## src/rtl/lcd_hd44780_ctrl.sv

```systemverilog
// HD44780 4-bit controller: power-on init, configuration bytes, then
// command/data bytes accepted over a valid/ready handshake.
module lcd_hd44780_ctrl #(
  parameter int          T_POWERUP   = 750000,
  parameter int          T_INIT2     = 205000,
  parameter int          T_INIT3     = 5000,
  parameter int          T_INIT4     = 2000,
  parameter int          T_SETUP     = 2,
  parameter int          E_PULSE     = 12,
  parameter int          T_NIBBLE    = 50,
  parameter int          T_CMD       = 2000,
  parameter int          T_CLEAR     = 82000,
  parameter logic [7:0]  CFG_FUNC    = 8'h28,
  parameter logic [7:0]  CFG_ENTRY   = 8'h06,
  parameter logic [7:0]  CFG_DISPLAY = 8'h0C
) (
  input  logic       clk,
  input  logic       rst,
  input  logic       req_valid,
  output logic       req_ready,
  input  logic       req_rs,
  input  logic [7:0] req_data,
  output logic       init_done,
  output logic       busy,
  output logic [3:0] lcd_d,
  output logic       lcd_e,
  output logic       lcd_rs,
  output logic       lcd_rw
);

  function automatic int max2(input int a, input int b);
    return (a > b) ? a : b;
  endfunction

  localparam int MAXP = max2(max2(max2(T_POWERUP, T_INIT2), max2(T_INIT3, T_INIT4)),
                             max2(max2(T_SETUP, E_PULSE), max2(max2(T_NIBBLE, T_CMD), T_CLEAR)));
  localparam int CW = $clog2(MAXP + 1);

  typedef enum logic [2:0] {
    S_PWR, S_SETUP, S_PULSE, S_HOLD, S_GAP, S_WAIT, S_IDLE
  } state_t;

  state_t        state, state_n;
  logic [CW-1:0] cnt, cnt_n;
  logic [3:0]    idx, idx_n;     // 0-3 init nibbles, 4-7 config bytes, 8 upstream
  logic          half, half_n;
  logic [7:0]    byte_q, byte_n;
  logic          rs_q, rs_n;
  logic [3:0]    d_q, d_n;
  logic          lrs_q, lrs_n;
  logic          done_q, done_n;

  logic          last, start, start_rs, start_half;
  logic [7:0]    start_b;

  // Init nibbles are carried in the upper half of a byte and sent as half 0.
  function automatic logic [7:0] step_byte(input logic [3:0] i);
    case (i)
      4'd0, 4'd1, 4'd2: return 8'h30;
      4'd3:             return 8'h20;
      4'd4:             return CFG_FUNC;
      4'd5:             return CFG_ENTRY;
      4'd6:             return CFG_DISPLAY;
      default:          return 8'h01;
    endcase
  endfunction

  function automatic logic [CW-1:0] init_wait(input logic [3:0] i);
    case (i)
      4'd0:    return CW'(T_INIT2);
      4'd1:    return CW'(T_INIT3);
      default: return CW'(T_INIT4);
    endcase
  endfunction

  function automatic logic [CW-1:0] byte_wait(input logic [7:0] b, input logic rs);
    if (!rs && (b == 8'h01 || b == 8'h02 || b == 8'h03)) return CW'(T_CLEAR);
    return CW'(T_CMD);
  endfunction

  always_ff @(posedge clk) begin
    if (rst) begin
      state  <= S_PWR;
      cnt    <= CW'(T_POWERUP);
      idx    <= '0;
      half   <= 1'b0;
      byte_q <= '0;
      rs_q   <= 1'b0;
      d_q    <= '0;
      lrs_q  <= 1'b0;
      done_q <= 1'b0;
    end else begin
      state  <= state_n;
      cnt    <= cnt_n;
      idx    <= idx_n;
      half   <= half_n;
      byte_q <= byte_n;
      rs_q   <= rs_n;
      d_q    <= d_n;
      lrs_q  <= lrs_n;
      done_q <= done_n;
    end
  end

  always_comb begin
    state_n    = state;
    cnt_n      = cnt - 1'b1;
    idx_n      = idx;
    half_n     = half;
    byte_n     = byte_q;
    rs_n       = rs_q;
    d_n        = d_q;
    lrs_n      = lrs_q;
    start      = 1'b0;
    start_b    = byte_q;
    start_rs   = rs_q;
    start_half = 1'b0;
    last       = (cnt == CW'(1));

    case (state)
      S_PWR: if (last) begin
        idx_n   = 4'd0;
        start   = 1'b1;
        start_b = step_byte(4'd0);
        start_rs = 1'b0;
      end
      S_SETUP: if (last) begin
        state_n = S_PULSE;
        cnt_n   = CW'(E_PULSE);
      end
      S_PULSE: if (last) begin
        state_n = S_HOLD;
        cnt_n   = CW'(T_SETUP);
      end
      S_HOLD: if (last) begin
        if (idx < 4'd4) begin
          state_n = S_WAIT;
          cnt_n   = init_wait(idx);
        end else if (!half) begin
          state_n = S_GAP;
          cnt_n   = CW'(T_NIBBLE);
        end else begin
          state_n = S_WAIT;
          cnt_n   = byte_wait(byte_q, rs_q);
        end
      end
      S_GAP: if (last) begin
        start      = 1'b1;
        start_half = 1'b1;
      end
      S_WAIT: if (last) begin
        if (idx >= 4'd7) begin
          state_n = S_IDLE;
          idx_n   = 4'd8;
        end else begin
          idx_n    = idx + 4'd1;
          start    = 1'b1;
          start_b  = step_byte(idx + 4'd1);
          start_rs = 1'b0;
        end
      end
      S_IDLE: begin
        cnt_n = cnt;
        if (req_valid) begin
          start    = 1'b1;
          start_b  = req_data;
          start_rs = req_rs;
        end
      end
      default: begin
        state_n = S_PWR;
        cnt_n   = CW'(T_POWERUP);
      end
    endcase

    if (start) begin
      state_n = S_SETUP;
      cnt_n   = CW'(T_SETUP);
      byte_n  = start_b;
      rs_n    = start_rs;
      half_n  = start_half;
      d_n     = start_half ? start_b[3:0] : start_b[7:4];
      lrs_n   = start_rs;
    end

    done_n = done_q | (state_n == S_IDLE);
  end

  assign req_ready = (state == S_IDLE);
  assign busy      = (state != S_IDLE);
  assign init_done = done_q;
  assign lcd_e     = (state == S_PULSE);
  assign lcd_d     = d_q;
  assign lcd_rs    = lrs_q;
  assign lcd_rw    = 1'b0;

endmodule

```

## config.mk

```make
export PLATFORM = sky130hd
export DESIGN_NAME = lcd_hd44780_ctrl
export DESIGN_NICKNAME = d
export VERILOG_FILES = /design/src/rtl/lcd_hd44780_ctrl.sv
export SDC_FILE = /design/constraint.sdc
export NUM_CORES = 1
export LEC_CHECK = 0
export CORE_ASPECT_RATIO = 0.9
export CORE_MARGIN = 3
export CORE_UTILIZATION = 50
export CTS_CLUSTER_SIZE = 8
export DETAILED_ROUTE_END_ITERATION = 10
export PLACE_DENSITY_LB_ADDON = 0.3
export SETUP_SLACK_MARGIN = 0.3
export SLEW_MARGIN = 15
export SYNTH_ARGS = -nofsm -noshare
export SYNTH_HDL_FRONTEND = slang
export SYNTH_SLANG_ARGS = --single-unit
```

## constraint.sdc

```tcl
create_clock -name clk -period 6.1 [get_ports clk]
set_input_delay 1.22 -clock clk [delete_from_list [all_inputs] [get_ports clk]]
set_output_delay 1.22 -clock clk [all_outputs]
set_load 0.02 [all_outputs]
```

==> impl_metrics.tcl <==
set metrics [dict create \
    outcome "complete, no violations" \
    pwr-share-seq_pct 55.7 \
    die_w_um 86.1 \
    fin_skew_ns 0.0120 \
    diodes 0 \
    drt_iter0_drc 410 \
    avgViaCountPerCell 6.55 \
    grt_max_degree 30 \
    pwr-share-clk_pct 35.1 \
    grt_pass1_wl_um 13600 \
    start_kind "flop" \
    max_cap_viol_count 0 \
    period_minus_slack_ns 3.85 \
    dp_worst_setup_slack_ns 2.55 \
    num_rows 25 \
    start_util_pct 53.3 \
    ys.flop_type "dfxtp_1" \
    clkTransAtPathRegs_ns 0.09 \
    post_cts_resized 0 \
    clk_latency_ns 0.30 \
    leakage_nw 1.05 \
    rsz0062_at_grt "no" \
    finalCritPeriodShare_pct 63.2 \
    crit_start "state[1]" \
    hp-start "byte_q[6]" \
    wl_per_cell_um 18.3 \
    grt_pass1_vias 2665 \
    async_flop_share_pct 0 \
    coreArea_mm2 0.00541 \
    ys_ff_latch 42 \
    yosysWarnings 0 \
    track_usage_pct 25.3 \
    drcViolationCount 0 \
    avgSynthCellArea_um2 7.56 \
    ff2ff_path_depth 7 \
    ioPinCount 22 \
    fp.dieH_um 78.1 \
    numCtsBuffers 5 \
    io_buffers 20 \
    antenna_found_initial 0 \
    worstSetupPathType "reg2out" \
    drive_above_1_share_pct 8.48 \
    synth.distinct_cells 63 \
    antenna_left 0 \
    yosysSeqAreaShare_pct 29.1 \
    cts_max_level 2 \
    required_ns 4.88 \
    syn_inst 382 \
    area_growth_pct 9.75 \
    place_hpwl_um 6120 \
    syn_nets 400 \
    firstDrtPassIters 6 \
    setup_slack_ns 2.25 \
    root_buffer "clkbuf_8" \
    setup_tns_ns 0 \
    drv_slew 0 \
    arrival_ns 2.63 \
    max_freq_ghz 0.259 \
    comb_power_share_pct 9.2 \
    power.density_mw_per_mm2 166 \
    layout_commonest_cell "nand2_1" \
    r2r-start "state[0]" \
    switchingPower_w 0.000142 \
    min_path_cells 2 \
    setup_viol 0 \
    synth_area_mm2 0.00289 \
    finalNetCount 406 \
    finalHoldViolCount 0 \
    grt_overflow 0 \
    cts_setup_buffers 0 \
    vias 2987 \
    clock-sinks 42 \
    synth-edff-count 0 \
    ctsHoldBuffers 0 \
    place.gp.congestion 1.01 \
    p_int_w 0.000384 \
    irDropWorstVdd_mv 0.120 \
    crit_path_end_kind "output pin" \
    cts_tree "built" \
    die_area_mm2 0.00672 \
    drt-total-wl_um 8350 \
    tightest_slew_ns 0.947 \
    clockBufferDepth 2 \
    switching_share_pct 27.0 \
    final_cell_mix "nand2_1 (43), dfxtp_1 (42), nor2_1 (35), o21ai_0 (35), a21oi_1 (31)" \
    cp_max_fo 26 \
    slew_headroom_pct 36.6 \
    hold_path.class "reg2reg" \
]
-- state kept, by name, indices dropped and copies added (netlist names) --
register,count
cnt,20
byte_q,8
lcd_rs,1
init_done,1
state,3
lcd_d,4
idx,4
half,1
-- cell usage after synthesis, drive strengths merged (10+ instances only) --
master   n  area (µm²)
nand3   14        80.1
nor2    37         144
nor4    10        98.8
clkbuf  15        56.3
o21ai   39         195
inv     13        48.8
dfxtp   42         841
nor3    20         116
a21oi   32         164
nand2   44         168
-- logic make-up (layout without fill, tap and decap cells) --
family / after synthesis / count (layout) / synth area share, %
compound gates: 124 / 124 / 28.6
xor+xnor: 11 / 11 / 3.34
simple gates: 159 / 159 / 29.7
mux: 4 / 4 / 1.47
buf+inv: 35 / 42 / 5.03
other cells: 1 / 1 / 0.130
fa+ha+maj: 6 / 6 / 2.60
flops: 42 / 42 / 29.1
-- path summary, 6_finish.rpt --
check	slack (ns)	to
worst min register to register	0.46	byte_q[6]
worst max register to register	2.77	cnt[0]
worst max-delay path	2.25	req_ready
worst min-delay path	0.46	byte_q[6]
-- layout make-up --
cell class / count / area (µm²)
flip-flops and latches: 42 / 841
well taps: 67 / 83.8
clock buffers: 6 / 72.6
fillers: 490 / 2240
inverters: 13 / 48.8
repair buffers: 21 / 208
clock inverters: 2 / 13.8
multi-input cells: 305 / 1900
-- power by group through the flow --
stage / Sequential [W] / Combinational (W) / Clock [W]
floorplan: 0.000295 / 0.0000339 / 0
global placement: 0.000299 / 0.0000469 / 0
detailed placement: 0.000299 / 0.0000473 / 0
CTS: 0.000292 / 0.0000477 / 0.000183
global route: 0.000294 / 0.0000545 / 0.000194
finish: 0.000293 / 0.0000485 / 0.000184
-- metrics by stage --
stage	total power (W)	util [%]	cell area [µm²]	hold WS (ns)	instances
final	0.000526	58.5	3170	0.460	456
after CTS	0.000523	58.5	3170	0.465	456
after detailed placement	0.000346	56.9	3080	0.452	448
after global placement	0.000346	56.9	3080	0.445	448
after global routing	0.000542	58.5	3170	0.482	456
after floorplan	0.000329	-	2890	0.433	382
-- per-layer routing --
layer / wire (µm) / share of wire, % / GRT usage [%] / vias up
met1: 3950 / 47 / 37.3 / 1401
li1: - / - / - / 1422
met5: 0 / 0 / 0 / -
met4: 112 / 1.3 / 4.75 / 0
met3: 779 / 9.3 / 5.88 / 12
met2: 3510 / 42 / 37.6 / 152
-- worst max-delay path, cell delays in order (launching register included) --
cell and delay (ns):
dfxtp_1 0.90, nand3_2 0.32, inv_1 0.42, clkdlybuf4s50_1 0.69
Note: power is estimated with default switching activity, not from simulation.
